<file path="config.mk">
export PLATFORM = sky130hd
export DESIGN_NAME = pipeline_stall_ctrl
export DESIGN_NICKNAME = d
export VERILOG_FILES = /design/src/rtl/pipeline_stall_ctrl.sv
export SDC_FILE = /design/constraint.sdc
export NUM_CORES = 1
export LEC_CHECK = 0
export CAP_MARGIN = 20
export CORE_MARGIN = 2
export CORE_UTILIZATION = 25
export CTS_BUF_LIST = sky130_fd_sc_hd__clkbuf_8
export DETAILED_ROUTE_END_ITERATION = 6
export PLACE_DENSITY = 0.68
export SLEW_MARGIN = 30
export SYNTH_ARGS = -nofsm -noshare
export SYNTH_HDL_FRONTEND = slang
export SYNTH_SLANG_ARGS = --single-unit
</file>
<file path="constraint.sdc">
create_clock -name clk -period 2.5 [get_ports clk]
set_input_delay 0.25 -clock clk [delete_from_list [all_inputs] [get_ports clk]]
set_output_delay 0.25 -clock clk [all_outputs]
set_load 0.05 [all_outputs]
</file>
<file path="src/rtl/pipeline_stall_ctrl.sv">
// Stall/flush sequencer for the 5-stage pipeline: load-use, taken branch and MDU handshake.
// Define PIPE_PERF_CNT_EN to build the load-use and MDU stall-cycle performance counters.
module pipeline_stall_ctrl #(
    parameter int unsigned MDU_TIMEOUT = 64,
    parameter int unsigned TMO_W       = 7,
    parameter int unsigned CNT_W       = 32
) (
    input  logic             clk,
    input  logic             rst,
    input  logic [4:0]       RS1D,
    input  logic [4:0]       RS2D,
    input  logic [4:0]       RDE,
    input  logic             LoadE,
    input  logic             PCSrcE,
    input  logic             MduOpE,
    input  logic             MduDone,
    output logic             StallF,
    output logic             StallD,
    output logic             StallE,
    output logic             FlushD,
    output logic             FlushE,
    output logic             FlushM,
    output logic             MduStart,
    output logic             MduTimeout,
    output logic [CNT_W-1:0] LoadUseCnt,
    output logic [CNT_W-1:0] MduCycleCnt
);

    typedef enum logic [0:0] {StRun, StMduBusy} state_e;

    localparam logic [TMO_W-1:0] TmoLast = TMO_W'(MDU_TIMEOUT - 1);

    state_e           state_q, state_d;
    logic [TMO_W-1:0] tmo_q, tmo_d;
    logic             tmo_flag_q, tmo_flag_d;
    logic             load_use;
    logic             stall_f, stall_d, stall_e;
    logic             flush_d, flush_e, flush_m;
    logic             mdu_start;

    assign load_use = LoadE & (RDE != 5'd0) & ((RDE == RS1D) | (RDE == RS2D));

    always_comb begin
        state_d    = state_q;
        tmo_d      = tmo_q;
        tmo_flag_d = tmo_flag_q;
        stall_f    = 1'b0;
        stall_d    = 1'b0;
        stall_e    = 1'b0;
        flush_d    = 1'b0;
        flush_e    = 1'b0;
        flush_m    = 1'b0;
        mdu_start  = 1'b0;
        case (state_q)
            StRun: begin
                if (MduOpE) begin
                    // MDU launch swallows any concurrent load-use: everything is held anyway.
                    mdu_start = 1'b1;
                    stall_f   = 1'b1;
                    stall_d   = 1'b1;
                    stall_e   = 1'b1;
                    flush_m   = 1'b1;
                    tmo_d     = '0;
                    state_d   = StMduBusy;
                end else if (PCSrcE) begin
                    flush_d = 1'b1;
                    flush_e = 1'b1;
                end else if (load_use) begin
                    stall_f = 1'b1;
                    stall_d = 1'b1;
                    flush_e = 1'b1;
                end
            end
            StMduBusy: begin
                if (MduDone) begin
                    state_d = StRun;
                end else if (tmo_q == TmoLast) begin
                    tmo_flag_d = 1'b1;
                    state_d    = StRun;
                end else begin
                    stall_f = 1'b1;
                    stall_d = 1'b1;
                    stall_e = 1'b1;
                    flush_m = 1'b1;
                    tmo_d   = tmo_q + TMO_W'(1);
                end
            end
            default: state_d = StRun;
        endcase
    end

    always_ff @(posedge clk or posedge rst) begin
        if (rst) begin
            state_q    <= StRun;
            tmo_q      <= '0;
            tmo_flag_q <= 1'b0;
        end else begin
            state_q    <= state_d;
            tmo_q      <= tmo_d;
            tmo_flag_q <= tmo_flag_d;
        end
    end

    // Combinational controls are masked so that reset silences the pipeline immediately.
    always_comb begin
        StallF   = stall_f & ~rst;
        StallD   = stall_d & ~rst;
        StallE   = stall_e & ~rst;
        FlushD   = flush_d & ~rst;
        FlushE   = flush_e & ~rst;
        FlushM   = flush_m & ~rst;
        MduStart = mdu_start & ~rst;
    end

    assign MduTimeout = tmo_flag_q;

`ifdef PIPE_PERF_CNT_EN
    logic [CNT_W-1:0] lu_cnt_q, lu_cnt_d;
    logic [CNT_W-1:0] mdu_cnt_q, mdu_cnt_d;
    logic             lu_evt;

    assign lu_evt = (state_q == StRun) & load_use & ~PCSrcE;

    always_comb begin
        lu_cnt_d  = lu_cnt_q + CNT_W'(lu_evt);
        mdu_cnt_d = mdu_cnt_q + CNT_W'(stall_e);
    end

    always_ff @(posedge clk or posedge rst) begin
        if (rst) begin
            lu_cnt_q  <= '0;
            mdu_cnt_q <= '0;
        end else begin
            lu_cnt_q  <= lu_cnt_d;
            mdu_cnt_q <= mdu_cnt_d;
        end
    end

    assign LoadUseCnt  = lu_cnt_q;
    assign MduCycleCnt = mdu_cnt_q;
`else
    assign LoadUseCnt  = '0;
    assign MduCycleCnt = '0;
`endif

endmodule

</file>
=== After elaboration in Yosys (flattened, before gate mapping) ===
Cells that the tools add are included.

* RAM bits: 0
* Latch bits: 0
* Output and inout bits: 72
* Register bits: 9
* Input bits: 21
* Word-level logic and storage cells: 43
* Memory bits (read-only): 0
* Memories: 0

* Reductions and logical operators: 3
* $add $sub $neg: 1
* Equal/unequal tests: 6
* Divide/modulo/power cells: 0
* Bitwise operators: 11
* Shift-type cells: 0
* Magnitude comparators: 0
* $mul: 0
* Multiplexer cells: 19

{| class="wikitable"
|+ Operator list
! operator !! number
|-
| $mux W7 || 3
|-
| $pmux W7 S2 || 1
|-
| $mux W1 || 13
|-
| $eq A5 B5 Y1 || 2
|-
| $add A7 B1 Y7 const B || 1
|-
| $and A1 B1 Y1 || 7
|-
| $eq A7 B6 Y1 const B || 1
|-
| $ne A2 B2 Y1 const B || 3
|-
| $reduce_and A3 Y1 || 2
|-
| $reduce_bool A5 Y1 || 1
|-
| $pmux W1 S2 || 2
|-
| $not A1 Y1 || 3
|-
| $or A1 B1 Y1 || 1
|}

=== Longest topological paths before layout ===
Gate-level depths: netlist of the first run.

* Depth after elaboration: 8
* Mapped depth: 6
* Gate-level depth less buffers: 5

=== Least setup slack after synthesis of the first run ===
Ideal clock, no wire load.

* Kind: register -> output
* Start: reg tmo_q[0]
* End: out StallF
* Required time: 2.250 ns
* Slack: -0.388 ns
* Stages on the path, launching flop included: 7
* Path buffers: 1
* Arrival time: 2.638 ns
* Path through: dfrtp_1 -> ha_1 -> nand3_2 -> o21ai_4 -> a21oi_1 -> o21bai_1 -> buf_4

* Cells in the longest elaborated chain, start to end: 5

{| class="wikitable"
|+ RTL lines
! what !! line !! text
|-
| start: declaration || 34 || <nowiki>logic [TMO_W-1:0] tmo_q, tmo_d;</nowiki>
|-
| start signal: assignment || 99 || <nowiki>tmo_q <= tmo_d;</nowiki>
|-
| $eq A7 B6 Y1 || 77 || <nowiki>end else if (tmo_q == TmoLast) begin</nowiki>
|-
| $mux W1 (2 in series) || - ||
|-
| $pmux W1 S2 || - ||
|-
| $and A1 B1 Y1 || - ||
|-
| end: declaration || 17 || <nowiki>output logic StallF,</nowiki>
|}

No other way between the ends.

=== Final worst setup path of the first run ===
* Start: reg tmo_q[0]
* End: out StallD

* Cells in the longest elaborated chain, start to end: 5

{| class="wikitable"
|+ RTL lines
! what !! line !! text
|-
| $eq A7 B6 Y1 || 77 ||
|-
| $mux W1 || 77 ||
|-
| $mux W1 || 75 || <nowiki>if (MduDone) begin</nowiki>
|-
| $pmux W1 S2 || 54 || <nowiki>case (state_q)</nowiki>
|-
| $and A1 B1 Y1 || 107 || <nowiki>StallD = stall_d & ~rst;</nowiki>
|-
| end: declaration || 18 || <nowiki>output logic StallD,</nowiki>
|}

No other way between the ends.

==> results of run 1 <==
-- final timing paths --
check | startpoint | end | slack (ns) | cells after the start
max in group asynchronous | rst | MduTimeout | 1.84 | 2
min in group clk | MduTimeout | MduTimeout | 0.47 | 1
min | rst | state_q | 0.40 | 2
max reg2reg | tmo_q[0] | tmo_q[5] | 1.03 | 5
max | tmo_q[0] | StallD | 0.24 | 6
min reg2reg | MduTimeout | MduTimeout | 0.47 | 1
-- final cells by class --
type | instances | area (um2) | area share, %
inverter | 4 | 15.01 | 1.173
multi-input combinational | 116 | 639.4 | 49.95
clock buffer | 3 | 41.29 | 3.226
sequential | 9 | 225.2 | 17.60
tap | 52 | 65.06 | 5.083
clock inverter | 1 | 3.754 | 0.2933
timing repair buffer | 28 | 290.3 | 22.68
-- kinds of logic (layout without fill, tap and decap cells) --
logic type	Yosys count	count (layout)	share of synthesized area, %
AOI/OAI and AO/OA	19	19	13.89
xor gates and xnor gates	10	10	7.717
adders and majority gates	1	1	1.102
buffers and inverters	71	36	45.31
DFF	9	9	19.85
other	1	64	0.3304
and+or+nand+nor	22	22	11.80
-- Yosys cell counts (2+ instances only) --
cell type / instances / area, um2
nor2_1: 2 / 7.510
nand2_1: 2 / 7.510
nand2b_1: 2 / 12.51
buf_4: 66 / 495.5
inv_1: 4 / 15.01
dfrtp_1: 9 / 225.2
nand3_1: 3 / 15.01
o21bai_1: 4 / 30.03
o211ai_1: 2 / 15.01
o21ai_0: 4 / 20.02
o31ai_1: 2 / 15.01
xor2_1: 10 / 87.58
nor3_1: 3 / 15.01
and3_1: 2 / 12.51
-- stage by stage --
stage                     worst slack [ns]  hold WS [ns]  cells
after floorplan                     0.1520       0.07792    196
after global placement              0.4029        0.4560    209
after detailed placement            0.3838        0.4645    209
after CTS                           0.2294        0.4219    213
after global routing                0.1425        0.4509    213
final                               0.2374        0.4037    213
-- where the power goes --
part	internal [uW]	switching, uW	total, uW
clock	107	60.7	168
sequential	161	13.7	175
combinational	77.3	296	374
-- flip-flops by register name, summed over array words and instances, names as in the netlist --
signal	flops
tmo_q	7
MduTimeout	1
state_q	1
-- per-layer routing --
| metal | share of wire (%) | vias to the layer above |
|---|---|---|
| met5 | 0 | - |
| met4 | 1.3 | 0 |
| met3 | 13 | 2 |
| met2 | 47 | 50 |
| met1 | 39 | 348 |
| li1 | - | 366 |
==> metrics.txt, run 1 <==
area delta synth->final=12.79%; Setup Skew=0.004180 ns; Peak supply drop=0.1679 mV; worst skew pair latency=0.24 ns; input/output buffers=28; Rows=24; nets@finish=184; Period minus WS final=2.263 ns; Hold/Removal Path Class=in -> async; Primary FF master, synth=dfrtp_1; crit path DAT=2.01 ns; vias in the first global route=640; HPWL Detailed=1597 um; Die W=71.38 um; # H-tree levels=1; RePlAce Congestion=0.7348; post-CTS sizing=0; Setup-failing EPs final=0; Antenna Nets Post-Route=0; Syn Inst Count=133; global-route wire length before repair=2849 um; Max-slew headroom=66.16%; DRT iter0 DRCs=9; RSZ-0062 raised after global routing=no; clk slew on worst S/H paths=0.05 ns; CTS root buffer=clkbuf_8; starting density of the core=26.06%; drt pass-1 iters=4; routed vias=766; Setup crit end kind=output pin; yosys warns=0; CP top delay family=compound AO/OA/AOI/OAI gates; Seq cells post-synth=9; Max Root-Sink Buffers=2; met1 Track Usage GR=7.945%; gr ovfl total=0; critical path type=reg -> out; Post-synth ARST share=100.0%; Mapped Avg Cell Area=8.533 um2; final instance area=1280 um2; Tightest Pin Transition=0.5060 ns; Die Area=5094 um2; Crit path required time=2.25 ns; initial antenna violation count=0; most frequent cells in the layout=conb_1 (64), clkdlybuf4s50_1 (22), xor2_1 (10), dfrtp_1 (9), inv_1 (5); Finished Core Util=29.40%; total detailed-routing wirelength=1887 um; Pleak=0.0006319 uW; Final Max Tran Viols=0; Setup Buffers After CTS=0; CTS buffer count=3; number of flops mapped to enable cells by yosys=0; most common cell after layout, fill and taps aside=conb_1; Post-Syn Area=1135 um2; GR Layer Usage met3=2.532%; Fill cells=471; CP cell instances=ha_1, nand3_2, o21bai_1, a2111o_1, o21bai_2, buf_12; Cell variety after synth=32; power density cells=559.9 nW/um2; DR DRC count=0; status=complete, no violations; Crit Path Max Fanout=6; # hold bufs at CTS=0; I/O pin count=93; Tot GR Track Use=6.994%; GR peak layer=met2; Final Power=716.7 uW; slowest CP cell=a2111o_1; clk sink count=9; WP buf/inv=1; layout cell share with drive strength beyond 1=10.56%; maxcap violations=0; fmax=442.0 MHz; Post-DP Area=1235 um2; period utilisation layout=90.50%; diode count=0; CTS tree=built; Vert. Die Dim=71.38 um; crit-path max cell delay=0.42 ns; Critical Path Start Type=register; Fin. Hold Viols=0; drt wl/cell=8.859 um; register area share after synthesis=19.85%; largest net degree at the start of global routing=11; core box area=4354 um2; global routing usage on met2=11.73%; vias per inst=3.596; setup TNS=0 ns
No activity file was read; power rests on OpenSTA's default activity.
==> inputs of run 2 (changes only) <==
==> constraint.sdc (replaced) <==
create_clock -name clk -period 2.3 [get_ports clk]
set_input_delay 0.23 -clock clk [delete_from_list [all_inputs] [get_ports clk]]
set_output_delay 0.23 -clock clk [all_outputs]
set_load 0.05 [all_outputs]
==> metrics.txt, run 2 (same netlist as run 1, synthesis figures left out) <==
Period minus WS final=2.206 ns; Die W=71.38 um (unchanged); CTS tree=built (unchanged); Tightest Pin Transition=0.4982 ns (was 0.5060 ns); drt wl/cell=8.776 um (was 8.859 um); I/O pin count=93 (unchanged); Antenna Nets Post-Route=0 (unchanged); Register Area=225.2 um2 (unchanged); # hold bufs at CTS=0 (unchanged); Fill cells=473 (was 471); CP top delay family=compound AO/OA/AOI/OAI gates (unchanged); clk sink count=9 (unchanged); Setup crit end kind=output pin (unchanged); power density cells=593.9 nW/um2 (was 559.9 nW/um2); Final Max Tran Viols=0 (unchanged); worst reg2reg setup slack=0.86 ns (was 1.03 ns); Max Root-Sink Buffers=2 (unchanged); area delta synth->final=17.86% (was 12.79%); maxcap violations=0 (unchanged); Crit path required time=2.07 ns (was 2.25 ns); RePlAce Congestion=0.7367 (was 0.7348); CTS root buffer=clkbuf_8 (unchanged); core box area=4354 um2 (unchanged); DRT iter0 DRCs=23 (was 9); routed vias=756 (was 766); slowest CP cell=a2111o_1 (unchanged); HPWL Detailed=1651 um (was 1597 um); Die Area=5094 um2 (unchanged); largest reg by FF count=tmo_q (unchanged); clk slew on worst S/H paths=0.05 ns (about the same); CP cell instances=ha_1, nand3_2, o21bai_1, a2111o_1, o21bai_4, buf_12 (was ha_1, nand3_2, o21bai_1, a2111o_1, o21bai_2, buf_12); worst skew pair latency=0.23 ns (was 0.24 ns); Vert. Die Dim=71.38 um (unchanged); Max-slew headroom=66.68% (was 66.16%); Fin. Hold Viols=0 (unchanged); total detailed-routing wirelength=1878 um (was 1887 um); Tot GR Track Use=6.965% (was 6.994%); drt pass-1 iters=2 (was 4); critical path type=reg -> out (unchanged); vias per inst=3.533 (was 3.596); most frequent cells in the layout=conb_1 (64), clkdlybuf4s50_1 (21), xor2_1 (10), dfrtp_1 (9) (was conb_1 (64), clkdlybuf4s50_1 (22), xor2_1 (10), dfrtp_1 (9), inv_1 (5)); setup TNS=0 ns (unchanged); Pleak=0.0006490 uW (was 0.0006319 uW); crit path DAT=1.98 ns (was 2.01 ns); most common cell after layout, fill and taps aside=conb_1 (unchanged); crit-path max cell delay=0.46 ns (was 0.42 ns); Setup-failing EPs final=0 (unchanged); max reg flops=7 (unchanged); area of the multi-input gates=654.4 um2 (was 639.4 um2); Final WS setup=0.09384 ns (was 0.2374 ns); Critical Path Start Type=register (unchanged); CTS buffer count=3 (unchanged); Setup Skew=0.002315 ns (was 0.004180 ns); global-route wire length before repair=2884 um (was 2849 um); input/output buffers=28 (unchanged); vias in the first global route=641 (was 640); WP buf/inv=1 (unchanged); pre-CTS setup slack=0.2485 ns (was 0.3838 ns); period utilisation layout=95.92%; fmax=453.3 MHz; initial antenna violation count=0 (unchanged); largest net degree at the start of global routing=11 (unchanged); starting density of the core=26.06% (unchanged); RSZ-0062 raised after global routing=no (unchanged); DR DRC count=0 (unchanged); nets@finish=185 (was 184); Peak supply drop=0.1642 mV (was 0.1679 mV); layout cell share with drive strength beyond 1=11.73% (was 10.56%); Crit Path Max Fanout=6 (unchanged); Rows=24 (unchanged); diode count=0 (unchanged); gr ovfl total=0 (unchanged); Hold/Removal Path Class=in -> async (unchanged); status=complete, no violations (unchanged); # H-tree levels=1 (unchanged)
## run 2: cell types whose count changed in the layout (fill, tap and decap cells not counted), sizes merged
cell           before  now
buf                 6    8
clkdlybuf4s50      22   21
## run 2: area by class of cell
type                    instances  share of cell area, %
clock inverters                 1                 0.2806
clock buffers                   3                  3.087
inverters                       4                  1.123
multi-input cells             116                  48.92
well taps                      52                  4.864
flip-flops and latches          9                  16.84
repair buffers                 29                  24.88
## run 2: worst paths after layout
path / endpoint / startpoint / cells after the start
max: StallF / tmo_q[0] / 6
min: tmo_q[6] / rst / 2
max reg2reg: tmo_q[5] / tmo_q[0] / 5
min reg2reg: MduTimeout / tmo_q[6] / 1
max in group asynchronous: tmo_q[4] / rst / 2
min in group clk: MduTimeout / tmo_q[6] / 1
## run 2: worst reg2reg max path: cells and delay by family, from the launching register on
family	cells	cell delay, ns
and+or+nand+nor	2	0.49
AOI/OAI and AO/OA	2	0.26
adders and majority gates	1	0.23
DFF	1	0.40
## run 2: timing repair
action,in CTS,in global routing
buffers inserted,0,0
setup endpoints to repair,0,2
gates resized for setup,0,1
## run 2: where the power goes
| group | switching [uW] | internal, uW |
|---|---|---|
| clock | 62.8 | 116 |
| combinational | 326 | 98.3 |
| sequential | 15.4 | 175 |
## run 2: per-layer routing
metal  track usage [%]  routed length [um]  share of wire [%]
met2             12.35                1004                 53
met4             3.774                  18               0.96
met1             8.290                 724                 39
met5                 0                   0                  0
met3            0.5626                 131                7.0
## run 2: stage by stage
step | instance area, um2 | std cells | power (uW) | hold slack [ns] | util (%)
floorplan | 1386 | 196 | 608.2 | 0.05792 | -
detailed placement | 1285 | 210 | 614.4 | 0.4711 | 29.51
global route | 1338 | 214 | 838.7 | 0.4992 | 30.72
finish | 1338 | 214 | 794.3 | 0.4575 | 30.72
global placement | 1285 | 210 | 612.6 | 0.4604 | 29.51
CTS | 1330 | 214 | 799.9 | 0.4716 | 30.55
==> inputs of run 3 (changes only) <==
--- a/config.mk
+++ b/config.mk
@@ -5,13 +5,13 @@
 export SDC_FILE = /design/constraint.sdc
 export NUM_CORES = 1
 export LEC_CHECK = 0
-export CAP_MARGIN = 20
+export CAP_MARGIN = 15
 export CORE_MARGIN = 2
 export CORE_UTILIZATION = 25
 export CTS_BUF_LIST = sky130_fd_sc_hd__clkbuf_8
 export DETAILED_ROUTE_END_ITERATION = 6
 export PLACE_DENSITY = 0.68
-export SLEW_MARGIN = 30
+export SLEW_MARGIN = 10
 export SYNTH_ARGS = -nofsm -noshare
 export SYNTH_HDL_FRONTEND = slang
 export SYNTH_SLANG_ARGS = --single-unit
==> results of run 3 <==
Same layout as run 2: the final DEF is identical, and so are final timing and power.
==> RTL edit 1, RTL diff (flow settings as in run 3) <==
Set the parameter `CNT_W` to 64 (it was 32).
--- a/src/rtl/pipeline_stall_ctrl.sv
+++ b/src/rtl/pipeline_stall_ctrl.sv
@@ -4,5 +4,5 @@
     parameter int unsigned MDU_TIMEOUT = 64,
     parameter int unsigned TMO_W       = 7,
-    parameter int unsigned CNT_W       = 32
+    parameter int unsigned CNT_W       = 64
 ) (
     input  logic             clk,
Ports: changed (resized LoadUseCnt and MduCycleCnt); port bits go from 93 to 157. No check against the original RTL was run, so the function may have changed too.
==> RTL edit 1 against run 3 <==
  * Routed wire length grew 20%
  * Design area up 17%
  * Total power grew 26%
  * Worst setup slack improved by 42 ps
  * Die area is 40% higher
  * Sequential cell count unchanged
  * Synthesized area increased by 42%
  * Non-clock buffer count decreased by 1
==> RTL edit 1: results (changes against run 3) <==
## Global route
* **number of antenna violations at the first check in global routing** 0, unchanged
* **via count of the first global-routing pass** 725, +13%
* **Total Routing Usage GR** 5.733%, -1.2 points
* **wire length of the first global-routing pass** 3160 µm, +9.6%
* **maximum number of pins on one net before global-route repair** 11, unchanged

## STA
* **final setup violation count** 0, unchanged
* **shortest period the worst path allows** 2164 ps, -41.94 ps
* **post-route worst hold slack** 424.4 ps, -33.09 ps
* **Worst Tran Pin Value** 516.8 ps, +18.58 ps
* **worst-case clock skew** 2.140 ps, -0.1756 ps

## Clock network
* **Clock Root Buffer** sky130_fd_sc_hd__clkbuf_8
* **# resized after CTS** 0, unchanged
* **worst-skew pair later-pin latency** 230 ps, about the same
* **post-CTS setup buffer count** 0, unchanged
* **Bufs on Longest Clock Path** 2, unchanged

## Critical path
* **worst flop-to-flop path startpoint** tmo_q[0]$_DFFE_PP0P_
* **setup slack of the most critical reg-to-reg path** 830 ps, -30 ps
* **Max Fanout on Critical Path** 6, unchanged
* **depth of the worst register-to-register path** 5, unchanged
* **capture instance of the worst register-to-register path** tmo_q[5]$_DFFE_PP0P_
* **cell type of the slowest stage on the worst timing path** sky130_fd_sc_hd__a2111o_1
* **delay contributed by the slowest stage of the critical path** 420 ps, -40 ps
* **Crit path arrival time** 1930 ps, -50 ps

## Pwr
* **leakage power of the design** 0.8450 nW, +30%
* **Worst IR Drop VDD** 0.1658 mV, +0.96%

## Final layout
* **Antenna Diode Count** 0, unchanged
* **post-layout utilization of the core** 24.85%, -5.9 points
* **share of layout cells above drive strength 1** 8.000%, -3.7 points
* **max FFs per register** 7, unchanged
* **# fillers** 697, +47%
* **nets** 248, +34%

## Placed design
* **DPL Wire Length** 1981 µm, +20%
* **Cell Area, Placed** 1524 µm², +19%
* **RD Place Congestion** 0.7669, +4.1%
* **instance count after placement with tap cells included** 298, +42%
* **Placement Setup Slack** 237.8 ps, -10.71 ps

## Synthesis
* **top post-synthesis cells by count** sky130_fd_sc_hd__buf_4 (130), sky130_fd_sc_hd__xor2_1 (10), sky130_fd_sc_hd__dfrtp_1 (9)
* **number of different library cells in the post-synthesis netlist** 32, unchanged
* **average instance area after synthesis** 8.199 µm², -3.9%
* **portion of the post-synthesis area used by sequential elements** 13.94%, -5.9 points
* **post-synthesis async set-or-reset flop share** 100.0%, unchanged
* **top post-synthesis cells by area** sky130_fd_sc_hd__buf_4 (60%), sky130_fd_sc_hd__dfrtp_1 (14%), sky130_fd_sc_hd__xor2_1 (5.4%)
* **Top FF cell, synth** sky130_fd_sc_hd__dfrtp_1
* **Yosys warning count** 0, unchanged

## Outcome
* **status** finished, final reports clean

## Detailed routing
* **vias** 925, +22%
* **Initial DRT Pass Iterations** 2, unchanged
* **sum of routed wire length over all layers** 2245 µm, +20%
* **average vias per placed instance** 3.063, -13%
* **starting DRC count in detailed routing** 19, -17%

RTL edit 1: changes by cell type after synthesis:
cell and change:
sky130_fd_sc_hd__buf_4 +64
RTL edit 1: power by group:
| group | switching, W | internal, W | leakage [nW] | total, W |
|---|---|---|---|---|
| clock | 0.0000591 | 0.000116 | 0.0269 | 0.000175 |
| sequential | 0.0000150 | 0.000175 | 0.122 | 0.000190 |
| combinational | 0.000553 | 0.0000867 | 0.696 | 0.000639 |
RTL edit 1: cell type report:
class	count	area share (%)
inverter	4	0.9569
clock inverter	1	0.2392
clock buffer	3	2.632
multi-input combinational	180	56.54
timing repair buffer	28	19.14
sequential	9	14.35
tap	77	6.140
RTL edit 1: metal layers:
metal  vias up  share of wire, %  GRT usage [%]  wire length, µm
met5         -                 0              0                0
met1       415                27          4.881              609
met2        78                57          11.18             1279
met3         4                14          1.475              304
li1        428                 -              -                -
met4         0               2.3          4.329               51
RTL edit 1: worst max-delay path by stage:
stage | start | cells past startpoint | end
global placement | RDE[1] | 6 | StallF
floorplan | tmo_q[0]$_DFFE_PP0P_ | 6 | StallF
detailed placement | RDE[1] | 6 | StallD
CTS | tmo_q[0]$_DFFE_PP0P_ | 6 | StallD
finish | tmo_q[0]$_DFFE_PP0P_ | 6 | StallD
global route | tmo_q[0]$_DFFE_PP0P_ | 6 | StallF
RTL edit 1: cells by family after synthesis:
logic type	count (synthesis)	synth area share (%)
buf+inv	135	61.58
simple gates	22	8.289
compound gates	19	9.760
xor+xnor	10	5.422
flops	9	13.94
fa+ha+maj	1	0.7745
other cells	1	0.2322
==> RTL edit 2, RTL diff (config.mk and constraints of run 3) <==
Without the edit above. Put one more register stage on the output `MduTimeout`, with the module's reset. The value now appears one clock later. The other outputs are not delayed to match.
--- a/src/rtl/pipeline_stall_ctrl.sv
+++ b/src/rtl/pipeline_stall_ctrl.sv
@@ -113,5 +113,11 @@
     end
 
-    assign MduTimeout = tmo_flag_q;
+    always_ff @(posedge clk or posedge rst) begin
+        if (rst) begin
+            MduTimeout <= '0;
+        end else begin
+            MduTimeout <= tmo_flag_q;
+        end
+    end
 
 `ifdef PIPE_PERF_CNT_EN
Formal check against the unedited RTL: same outputs for any inputs over 10 cycles, from zero or initial values and one cycle with rst high; that may be too few to reach the edited logic, so the function may still have changed.
==> RTL edit 2 against run 3 <==
  * Combinational power rose by 2%
  * Via count rose by 2.9%
  * Sequential cell count rose by 1
  * Design area fell by 0.37%
  * Worst setup slack improved by 41 ps
  * Routed wire length rose by 7.0%
  * Synthesized area rose by 2.4%
  * Total power rose by 3.1%
  * Largest power group unchanged
==> RTL edit 2: results (changes against run 3) <==
## Outcome
* **status** finished, final reports clean

## Clock network
* **# H-tree levels** 1, unchanged
* **post-CTS setup buffer count** 0, unchanged
* **CTS buffer count** 3, unchanged
* **# resized after CTS** 0, unchanged
* **Clock Root Buffer** sky130_fd_sc_hd__clkbuf_8
* **clock transition at the register clock pins on the worst setup and hold paths after CTS** 50 ps, about the same
* **worst-skew pair later-pin latency** 230 ps, about the same
* **Bufs on Longest Clock Path** 2, unchanged

## Synthesis
* **Top FF cell, synth** sky130_fd_sc_hd__dfrtp_1
* **post-synthesis async set-or-reset flop share** 100.0%, unchanged
* **Yosys warning count** 0, unchanged
* **number of different library cells in the post-synthesis netlist** 32, unchanged
* **top post-synthesis cells by count** sky130_fd_sc_hd__buf_4 (66), sky130_fd_sc_hd__dfrtp_1 (10), sky130_fd_sc_hd__xor2_1 (10), sky130_fd_sc_hd__nor2_1 (7)
* **portion of the post-synthesis area used by sequential elements** 21.53%, +1.7 points
* **top post-synthesis cells by area** sky130_fd_sc_hd__buf_4 (43%), sky130_fd_sc_hd__dfrtp_1 (22%), sky130_fd_sc_hd__xor2_1 (7.5%)

## Placed design
* **DPL Wire Length** 1705 µm, +3.3%
* **RD Place Congestion** 0.8299, +13%
* **count of buffers from port buffering** 28, unchanged
* **Placement Setup Slack** 192.8 ps, -55.69 ps

## Final layout
* **nets** 190, +2.7%
* **Antenna Diode Count** 0, unchanged
* **share of layout cells above drive strength 1** 8.434%, -3.3 points
* **max FFs per register** 7, unchanged
* **register with the most flip-flops** tmo_q
* **# fillers** 477, +0.85%

## Critical path
* **Crit path arrival time** 1940 ps, -40 ps
* **Max Fanout on Critical Path** 4, -2
* **cell type of the slowest stage on the worst timing path** sky130_fd_sc_hd__or3_1
* **Top Family by Delay on Critical Path** simple AND/OR/NAND/NOR gates
* **delay contributed by the slowest stage of the critical path** 430 ps, -30 ps

## Pwr
* **leakage power of the design** 0.6774 nW, +4.4%
* **share of total power consumed by net switching** 50.56%, -0.37 points
* **Worst IR Drop VDD** 0.4059 mV, +150%

## Detailed routing
* **met3 wirelength from detailed routing** 149 µm, +14%
* **detailed-route wire length on metal 1** 787 µm, +8.7%
* **vias** 778, +2.9%
* **highest metal layer with signal wires** met3
* **metal2 WL** 1072 µm, +6.8%
* **Initial DRT Pass Iterations** 4, +2
* **sum of routed wire length over all layers** 2009 µm, +7.0%
* **starting DRC count in detailed routing** 16, -30%

## Global route
* **maximum number of pins on one net before global-route repair** 11, unchanged
* **number of antenna violations at the first check in global routing** 0, unchanged
* **wire length of the first global-routing pass** 2918 µm, +1.2%
* **Total Routing Usage GR** 7.182%, +0.22 points
* **via count of the first global-routing pass** 645, +0.62%

## STA
* **post-route worst hold slack** 367.3 ps, -90.21 ps
* **Worst Tran Pin Value** 498.0 ps, -0.2125 ps
* **worst-case clock skew** 0.5180 ps, -1.797 ps

## Hold path
* **worst min-delay path class** primary input to asynchronous set/reset pin

==> RTL edit 2: routing by layer <==
metal / track usage [%] / vias to the layer above
li1: - / 381
met1: 8.248 / 359
met2: 12.33 / 38
met3: 2.639 / 0
met4: 2.306 / 0
met5: 0 / -
==> RTL edit 2: layout make-up <==
class / count / area, µm² / area share, %
repair buffers: 28 / 312.8 / 23.47
well taps: 52 / 65.06 / 4.883
inverters: 3 / 11.26 / 0.8451
clock buffers: 3 / 41.29 / 3.099
flip-flops and latches: 10 / 250.2 / 18.78
multi-input cells: 122 / 651.9 / 48.92
==> RTL edit 2: logic make-up (layout without fill, tap and decap cells) <==
group           count (synthesis)  after routing  synth area share (%)
buf+inv                        70             34                 43.92
simple gates                   30             30                 14.32
fa+ha+maj                       1              1                 1.076
other cells                     1             64                0.3226
compound gates                 15             15                 9.689
xor+xnor                       11             11                 8.288
mux                             1              1                0.8612
flops                          10             10                 21.53
==> RTL edit 2: path summary, 6_finish.rpt <==
kind | startpoint | slack [ps] | cells past startpoint | endpoint
max | tmo_q[0]$_DFFE_PP0P_ | 130 | 6 | StallD
min | rst | 370 | 2 | state_q$_DFF_PP0_
max reg2reg | tmo_q[0]$_DFFE_PP0P_ | 740 | 5 | tmo_q[4]$_DFFE_PP0P_
min reg2reg | tmo_flag_q$_DFFE_PP0P_ | 380 | 0 | MduTimeout$_DFF_PP0_
max in group asynchronous | rst | 1650 | 2 | tmo_q[0]$_DFFE_PP0P_
min in group clk | tmo_flag_q$_DFFE_PP0P_ | 380 | 0 | MduTimeout$_DFF_PP0_
==> RTL edit 2: through the flow <==
| stage | instances | area (µm²) |
|---|---|---|
| after floorplan | 202 | 1405 |
| after global placement | 215 | 1284 |
| after CTS | 218 | 1325 |
| after global routing | 218 | 1333 |
| final | 218 | 1333 |
| after detailed placement | 215 | 1284 |
==> RTL edit 2: power by group through the flow <==
stage / sequential (W) / clock [W] / combinational (W)
after floorplan: 0.000207 / 0 / 0.000427
after global placement: 0.000210 / 0 / 0.000427
after detailed placement: 0.000211 / 0 / 0.000427
after CTS: 0.000208 / 0.000182 / 0.000428
after global routing: 0.000211 / 0.000196 / 0.000458
final: 0.000208 / 0.000177 / 0.000433
